==> config.mk <==
export PLATFORM = sky130hd
export DESIGN_NAME = envseq_ramp
export DESIGN_NICKNAME = d
export VERILOG_FILES = /design/src/rtl/envseq_ramp.sv
export SDC_FILE = /design/constraint.sdc
export NUM_CORES = 1
export LEC_CHECK = 0
export ABC_AREA = 1
export CAP_MARGIN = 20
export CORE_ASPECT_RATIO = 2
export CORE_MARGIN = 5
export CORE_UTILIZATION = 29
export CTS_CLUSTER_DIAMETER = 120
export CTS_CLUSTER_SIZE = 14
export DETAILED_ROUTE_END_ITERATION = 8
export PLACE_DENSITY = 0.56
export RECOVER_POWER = 100
export SETUP_SLACK_MARGIN = 0.5
export SYNTH_ARGS = -nofsm -noshare
export SYNTH_HDL_FRONTEND = slang
export SYNTH_SLANG_ARGS = --single-unit
==> constraint.sdc <==
create_clock -name clk -period 10.32 [get_ports clk]
set_input_delay 2.58 -clock clk [delete_from_list [all_inputs] [get_ports clk]]
set_output_delay 2.58 -clock clk [all_outputs]
set_load 0.1 [all_outputs]
==> src/rtl/envseq_ramp.sv <==
// Multi-stage linearly interpolated envelope generator with gate-held sustain and looping.
// Optional eoc end-of-stage pulse output is built when ENVSEQ_RAMP_EOC_EN is defined.
module envseq_ramp #(
  parameter int BITS   = 16,
  parameter int STAGES = 4,
  parameter int TW     = 4,
  parameter int MAXLOG = 12,
  parameter int TSCALE = 300
) (
  input  logic                        clk,
  input  logic                        rst,
  input  logic                        ena,
  input  logic                        trigger,
  input  logic                        gate,
  input  logic [STAGES*BITS-1:0]      levels,
  input  logic [STAGES*TW-1:0]        times,
  input  logic [$clog2(STAGES)-1:0]   sustain_stage,
  input  logic                        sus_on,
  input  logic                        loop_en,
  output logic signed [BITS-1:0]      envOut,
  output logic [$clog2(STAGES)-1:0]   stage,
  output logic                        busy
`ifdef ENVSEQ_RAMP_EOC_EN
  ,
  output logic                        eoc
`endif
);

  localparam int SW  = $clog2(STAGES);
  localparam int PSW = (TSCALE > 1) ? $clog2(TSCALE) : 1;
  localparam int PW  = BITS + 1 + MAXLOG;
  localparam logic [SW-1:0]     LAST   = SW'(STAGES - 1);
  localparam logic [PSW-1:0]    PS_TOP = PSW'(TSCALE - 1);
  localparam logic [MAXLOG-1:0] ONES   = '1;

  typedef enum logic [1:0] {IDLE, RUN, SUSTAIN} state_t;

  state_t                   state_q, state_d;
  logic [SW-1:0]            stage_q, stage_d;
  logic [MAXLOG-1:0]        t_q, t_d;
  logic [PSW-1:0]           presc_q, presc_d;
  logic signed [BITS-1:0]   s_q, s_d;
  logic signed [BITS-1:0]   env_q, env_d;
  logic                     trig_q;

  logic signed [BITS-1:0]   lvl [STAGES];
  logic [TW-1:0]            tm [STAGES];
  logic signed [BITS-1:0]   lvl_k, interp, s_start;
  logic [TW-1:0]            tm_k;
  int                       t_log;
  logic [MAXLOG-1:0]        t_end, t_nx;
  logic                     tick, last_t, end_evt, rise, adv;
  logic signed [BITS:0]     diff;
  logic signed [PW-1:0]     prod, shifted;

  always_comb begin : unpack_c
    for (int i = 0; i < STAGES; i++) begin
      lvl[i] = levels[i*BITS +: BITS];
      tm[i]  = times[i*TW +: TW];
    end
  end

  // Stage length is 2^T ticks, so interpolation is a multiply followed by an arithmetic shift.
  always_comb begin : interp_c
    lvl_k   = lvl[stage_q];
    tm_k    = tm[stage_q];
    t_log   = (int'(tm_k) > MAXLOG) ? MAXLOG : int'(tm_k);
    t_end   = ONES >> (MAXLOG - t_log);
    tick    = (state_q == RUN) && (presc_q == PS_TOP);
    last_t  = (t_q == t_end);
    end_evt = ena && tick && last_t;
    t_nx    = (tick && !last_t) ? t_q + MAXLOG'(1) : t_q;
    diff    = {lvl_k[BITS-1], lvl_k} - {s_q[BITS-1], s_q};
    prod    = PW'(diff) * PW'($signed({1'b0, t_nx}));
    shifted = prod >>> t_log;
    interp  = s_q + shifted[BITS-1:0];
    rise    = trigger && !trig_q;
    s_start = end_evt ? lvl_k : env_q;
  end

  always_comb begin : next_c
    state_d = state_q;
    stage_d = stage_q;
    t_d     = t_q;
    presc_d = presc_q;
    s_d     = s_q;
    env_d   = env_q;
    adv     = 1'b0;
    if (ena) begin
      case (state_q)
        RUN: begin
          presc_d = tick ? '0 : presc_q + PSW'(1);
          t_d     = t_nx;
          env_d   = interp;
          if (end_evt) begin
            env_d = lvl_k;
            s_d   = lvl_k;
            t_d   = '0;
            if (sus_on && (stage_q == sustain_stage) && gate) state_d = SUSTAIN;
            else adv = 1'b1;
          end
        end
        SUSTAIN: if (!gate) adv = 1'b1;
        default: ;
      endcase
      if (adv) begin
        presc_d = '0;
        if (stage_q != LAST) begin
          stage_d = stage_q + SW'(1);
          state_d = RUN;
        end else if (loop_en) begin
          stage_d = '0;
          state_d = RUN;
        end else begin
          state_d = IDLE;
        end
      end
      // A trigger beats a simultaneous end-of-stage and restarts from the level just reached.
      if (rise) begin
        state_d = RUN;
        stage_d = '0;
        t_d     = '0;
        presc_d = '0;
        s_d     = s_start;
        env_d   = s_start;
      end
    end
  end

  always_ff @(posedge clk) begin
    if (!rst) begin
      state_q <= IDLE;
      stage_q <= '0;
      t_q     <= '0;
      presc_q <= '0;
      s_q     <= '0;
      env_q   <= '0;
      trig_q  <= 1'b0;
    end else begin
      state_q <= state_d;
      stage_q <= stage_d;
      t_q     <= t_d;
      presc_q <= presc_d;
      s_q     <= s_d;
      env_q   <= env_d;
      trig_q  <= trigger;
    end
  end

`ifdef ENVSEQ_RAMP_EOC_EN
  logic eoc_q;
  always_ff @(posedge clk) begin
    if (!rst) eoc_q <= 1'b0;
    else eoc_q <= end_evt ||
                  (ena && (state_q == SUSTAIN) && !gate && (stage_q == LAST) && !loop_en && !rise);
  end
  assign eoc = eoc_q;
`endif

  assign envOut = env_q;
  assign stage  = stage_q;
  assign busy   = (state_q != IDLE);

endmodule

* After elaboration in Yosys (flattened, before gate mapping)
Index checks and enable logic that the tools add are counted.
** Word-level totals
- Bits in registers :: 58
- Bits of input ports :: 89
** Cells by class
- Add/subtract/negate cells :: 6
- Multipliers :: 1
- Magnitude comparators :: 2
- Equality and inequality tests :: 6
- Shift operators :: 2
- Muxes and demuxes :: 38
- Bitwise logic cells :: 1
- Reductions and logical operators :: 22
** Operators by type and width (count)
- 2-to-1 mux 16 bit :: 9
- 2-to-1 mux 12 bit :: 4
- 2-to-1 mux 9 bit :: 4
- binary-select mux 16 bit (select 2 bit) :: 1
- right shift 12 x 32 -> 12 bit (first input constant) :: 1
- multiplier 17 x 13 -> 29 bit :: 1
- >>> shifter 29 x 4 -> 16 bit :: 1
- 2-to-1 mux 2 bit :: 9
- subtractor 16 x 16 -> 17 bit :: 1
- adder 16 bit :: 1
- adder 12 x 1 -> 12 bit (second input constant) :: 1
- == test 12 bit :: 1
- 2-to-1 mux 4 bit :: 3
- nonzero test 3 bit :: 4
- adder 9 x 1 -> 9 bit (second input constant) :: 1
- == test 9 bit (second input constant) :: 1
- binary-select mux 4 bit (select 2 bit) :: 1
- nonzero test 2 bit :: 4
- logical AND 1 bit :: 7
- 2-to-1 mux 1 bit :: 6
- AND reduction 3 bit :: 2
- subtractor 4 x 4 -> 5 bit (first input constant) :: 1
- > comparator 4 bit (second input constant) :: 1
- AND reduction 2 bit :: 2
- other kinds (10) :: 11

* Logic depth before layout (Yosys ltp)
- Depth in word-level cells :: 18
- Gate-level depth with buffers :: 67
- Depth with buffers taken out :: 65

* Worst setup path before layout
No wires, ideal clock.
- Path type :: input-to-reg
- From :: in levels[34]
- To :: reg env_q[10], in the netlist envOut[10]
- Setup time :: 0.109 ns
- Data arrival time :: 10.789 ns
- Data required time :: 10.211 ns
- Slack :: -0.578 ns
- Stages on the path :: 55
- Buffers on the path :: 0
- Cell sequence :: o21ai_0 > o22ai_1 > ha_1 > a21o_1 > a31oi_1 > o21ai_0 > a21oi_1 > o21a_1 > nand3b_1 > nand2_1 > xor2_1 > inv_1 > nor2_1 > fa_1 > inv_1 > fa_1 > inv_1 > fa_1 > [19 not listed] > nand2_1 > ha_1 > fa_1 > nand3_1 > nand2_1 > nand2_1 > nand2_1 > a21oi_1 > o21ai_0 > a21oi_1 > nor2_1 > nor2_1 > xor2_1 > o21ai_0 > nand2_1 > nand3_1 > nand2_1 > inv_1
** On the way
- Word-level cells in the longest chain between the ends :: 10
** Ends and longest elaborated chain
- from (decl) :: RTL line 15 : input logic [STAGES*BITS-1:0] levels,
- binary-select mux 16 bit (select 2 bit) :: RTL line 65 : lvl_k = lvl[stage_q];
- 2-to-1 mux 16 bit (implied by the code) (2 in a row) :: RTL line 65
- subtractor 16 x 16 -> 17 bit :: RTL line 73 : diff = {lvl_k[BITS-1], lvl_k} - {s_q[BITS-1], s_q};
- multiplier 17 x 13 -> 29 bit :: RTL line 74 : prod = PW'(diff) * PW'($signed({1'b0, t_nx}));
- >>> shifter 29 x 4 -> 16 bit :: RTL line 75 : shifted = prod >>> t_log;
- adder 16 bit :: RTL line 76 : interp = s_q + shifted[BITS-1:0];
- 2-to-1 mux 16 bit :: RTL line 95 : if (end_evt) begin
- 2-to-1 mux 16 bit :: RTL line 90 : case (state_q)
- 2-to-1 mux 16 bit :: RTL line 119 : if (rise) begin
- to (signal assigned) :: RTL line 145 : env_q <= env_d;
- to (decl) :: RTL line 43 : logic signed [BITS-1:0] env_q, env_d;
Every way passes these cells. The select of a mux whose other input is x is not followed.
A chain may end at the register's enable or synchronous reset.

* Final worst setup path
- From :: in levels[16]
- To :: reg env_q[13], in the netlist envOut[13]
The elaborated chain is that of the path after synthesis.

==> impl_metrics.yaml <==
worst_setup_path:
  critical-path-slowest-cell: "fa_2"
  path_class: "in -> reg"
  critPathMaxStageDelay_ns: 0.61
  cp.arrival_ns: 11.08
  reg2reg_slack_ns: 0.96
  crit_path_max_fanout: 6
  cp-end-kind: "flop"
  worstSetupStartpointType: "primary input"
  cp.required_ns: 10.58
drt:
  drc: 0
  vias: 17200
  drt-initial-drc-count: 667
  antenna_left: 0
  via_per_inst: 4.98
  dr.pass1.iters: 5
  wl_per_cell_um: 20.1
  wl_um: 69300
yosys:
  yosysUniqueCellTypes: 54
  yosys-top-cells-count: "nand2_1 (574), inv_1 (429), nor2_1 (260)"
  synth_top_area_share_pct: 25.4
  async_reset_ff_share_pct: 0
  avgSynthCellArea_um2: 6.52
  synth-seq-cells: 58
  synth_most_common_cell: "nand2_1"
  yosysWarningCount: 0
  synthCells: 2265
  ys_seq_area_share_pct: 7.86
  ys.flop_type: "dfxtp_1"
  synthTopCellsByArea: "fa_1 (25%), nand2_1 (15%), inv_1 (11%)"
  synth_nets: 2647
  syn_area_um2: 14800
  synth_edf_count: 0
  yosysTopAreaCell: "fa_1"
finish:
  syn_to_final_growth_pct: 58.3
  drive_above_1_share_pct: 37.9
  multi_input_area_um2: 14300
  fill_cells: 5146
  layout.nets: 3173
  insertedDiodeCount: 0
  seq_area_um2: 1160
timing:
  worst_slack_ns: -0.502
  rsz0062_at_grt: "true"
  layout_min_cycle_time_ns: 10.82
  hold_viol_final: 0
  drv_slew: 0
  max_freq_ghz: 0.0924
  period_share_pct: 105
  slew_headroom_pct: 24.7
  worst_pin_slew_ns: 1.13
  clock-skew-final_ns: 0.0120
  setup_viol: 13
place:
  dp_hpwl_um: 58300
  place.gp.congestion: 1.00
  post-place-ws_ns: -1.88
  numPortBuffers: 107
power_and_ir_drop:
  p_sw_share_pct: 45.0
  pwr-share-seq_pct: 12.5
  p_leak_nw: 10.9
  power_switching_uw: 923
  power_density_nw_per_um2: 87.6
  p_comb_share_pct: 69.3
  intPower_mw: 1.13
  ir_worst_vdd_mv: 0.134
  power_mw: 2.05
  clkPwrFrac_pct: 18.3
status:
  violations: "negative setup slack"
  outcome: "finished with violations"
clocking:
  clk_pin_slew_ns: 0.06
  clk_latency_ns: 0.36
  clockRootBuffer: "clkbuf_16"
  cts_made_buffers: 9
  cts_max_level: 3
  clockBufferDepth: 2
  hold_buffers: 0
  cts.sinks: 58
  cts_tree: "done"
floorplanning:
  initial_utilization_pct: 29.1
  ios: 108
  core_um2: 50700
  die_y_um: 329
  rows: 117
  die_area_um2: 55800
  die_x_um: 170
global_route:
  track_usage_pct: 24.2
  grt_overflow: 0
  antenna_found_initial: 1
  grt_pass1_vias: 18300
  grt_max_degree: 47
  grt_pass1_wl_um: 102000
flow_run:
  maxCapViolCount: 0
hold_path:
  min_path_type: "reg -> reg"
power by group through the flow:
stage          clock (mW)  sequential [mW]  combinational [mW]
3_5_place_dp            0            0.258                1.08
2_1_floorplan           0            0.297               0.450
4_1_cts             0.380            0.255                1.30
6_report            0.374            0.255                1.42
5_1_grt             0.386            0.257                1.49
3_3_place_gp            0            0.258                1.08
sequential cells by signal (all words and copies together) (netlist names):
signal and count:
presc_q 9, envOut 16, stage 2, s_q 16, t_q 12, state_q 2
trig_q 1
cell usage in the layout, fill, tap and decap left out, drive strengths merged, types with 2 or more instances in the layout:
| cell type | Yosys | final |
|---|---|---|
| bufinv | 0 | 3 |
| a21oi | 109 | 109 |
| dfxtp | 58 | 58 |
| o21bai | 4 | 4 |
| ha | 106 | 106 |
| nand2 | 597 | 597 |
| clkdlybuf4s50 | 0 | 26 |
| clkinv | 2 | 6 |
| nand4 | 17 | 17 |
| o2111ai | 2 | 2 |
| clkbuf | 32 | 14 |
| dlygate4sd3 | 0 | 17 |
| inv | 444 | 440 |
| clkdlybuf4s15 | 0 | 2 |
| o21a | 2 | 2 |
| nor3 | 17 | 17 |
| dlygate4sd2 | 0 | 21 |
| fa | 187 | 187 |
| xor2 | 39 | 39 |
| a211oi | 3 | 3 |
| a2111oi | 2 | 2 |
| xnor2 | 11 | 11 |
| a31oi | 9 | 9 |
| nand3b | 7 | 7 |
| nand3 | 141 | 141 |
| o22ai | 15 | 15 |
| buf | 36 | 509 |
| a22oi | 7 | 7 |
| a311oi | 2 | 2 |
| o221ai | 3 | 3 |
| or2 | 4 | 4 |
| a21o | 4 | 4 |
| o21ai | 119 | 119 |
| nor2 | 266 | 267 |
| clkinvlp | 0 | 4 |
| o211ai | 9 | 9 |
| nor4 | 5 | 5 |
final timing paths:
path	from	end	cells after the start
hold / removal	state_q[0]	state_q[0]	2
hold reg to reg	state_q[0]	state_q[0]	2
setup / recovery	levels[16]	envOut[13]	53
setup reg to reg	stage[1]	envOut[13]	52
timing repair:
action | CTS | global route
setup buffers | 61 | 38
hold endpoints to repair | 0 | 0
gates resized for setup | 531 | 272
endpoints found under the setup margin | 16 | 16
cloned | 1 | 0
pin swaps | 276 | 208
worst max-delay path, delay by kind of cell:
family	cells	cell delay, ns
AOI/OAI and AO/OA	10	1.51
xor gates and xnor gates	1	0.18
adders and majority gates	9	3.78
buffers and inverters	12	1.18
and+or+nand+nor	21	1.81
kinds of logic (layout without fill, tap and decap cells):
family,after synthesis,count (layout),share of synthesized area (%)
flip-flops,58,58,7.86
XOR/XNOR,50,50,2.97
buffers and inverters,514,1044,13.9
AO/OA/AOI/OAI,295,295,11.3
adder cells (fa/ha/maj),293,293,34.3
AND/OR/NAND/NOR,1055,1056,29.6
per-layer routing:
metal  share of wire, %  up-vias  global-route usage, %  wire, µm
met4                 11        0                   21.2      7800
met1                 30     8245                   20.5     20900
met3                3.0      293                   2.15      2080
li1                   -     8061                      -         -
met5                  0        -                      0         0
met2                 56      569                   48.4     38600
cell type report:
class / count / area share, %
timing repair buffer: 582 / 21.4
tap: 654 / 3.50
inverter: 446 / 7.40
clock buffer: 9 / 0.963
clock inverter: 7 / 0.535
sequential: 58 / 4.97
multi-input combinational: 1694 / 61.2
metrics by stage:
| stage | setup TNS [ns] | utilization, % | hold slack [ns] | instances | area, µm² |
|---|---|---|---|---|---|
| 4_1_cts | -4.64 | 43.6 | 0.492 | 3412 | 22100 |
| 2_1_floorplan | -0.0694 | - | 0.456 | 2265 | 15200 |
| 3_3_place_gp | -24.75 | 39.1 | 0.478 | 3334 | 19800 |
| 3_5_place_dp | -25.10 | 39.1 | 0.480 | 3334 | 19800 |
| 5_1_grt | -9.20 | 46.2 | 0.506 | 3450 | 23400 |
| 6_report | -4.45 | 46.2 | 0.488 | 3450 | 23400 |
Power figures use the tool's default switching activity.
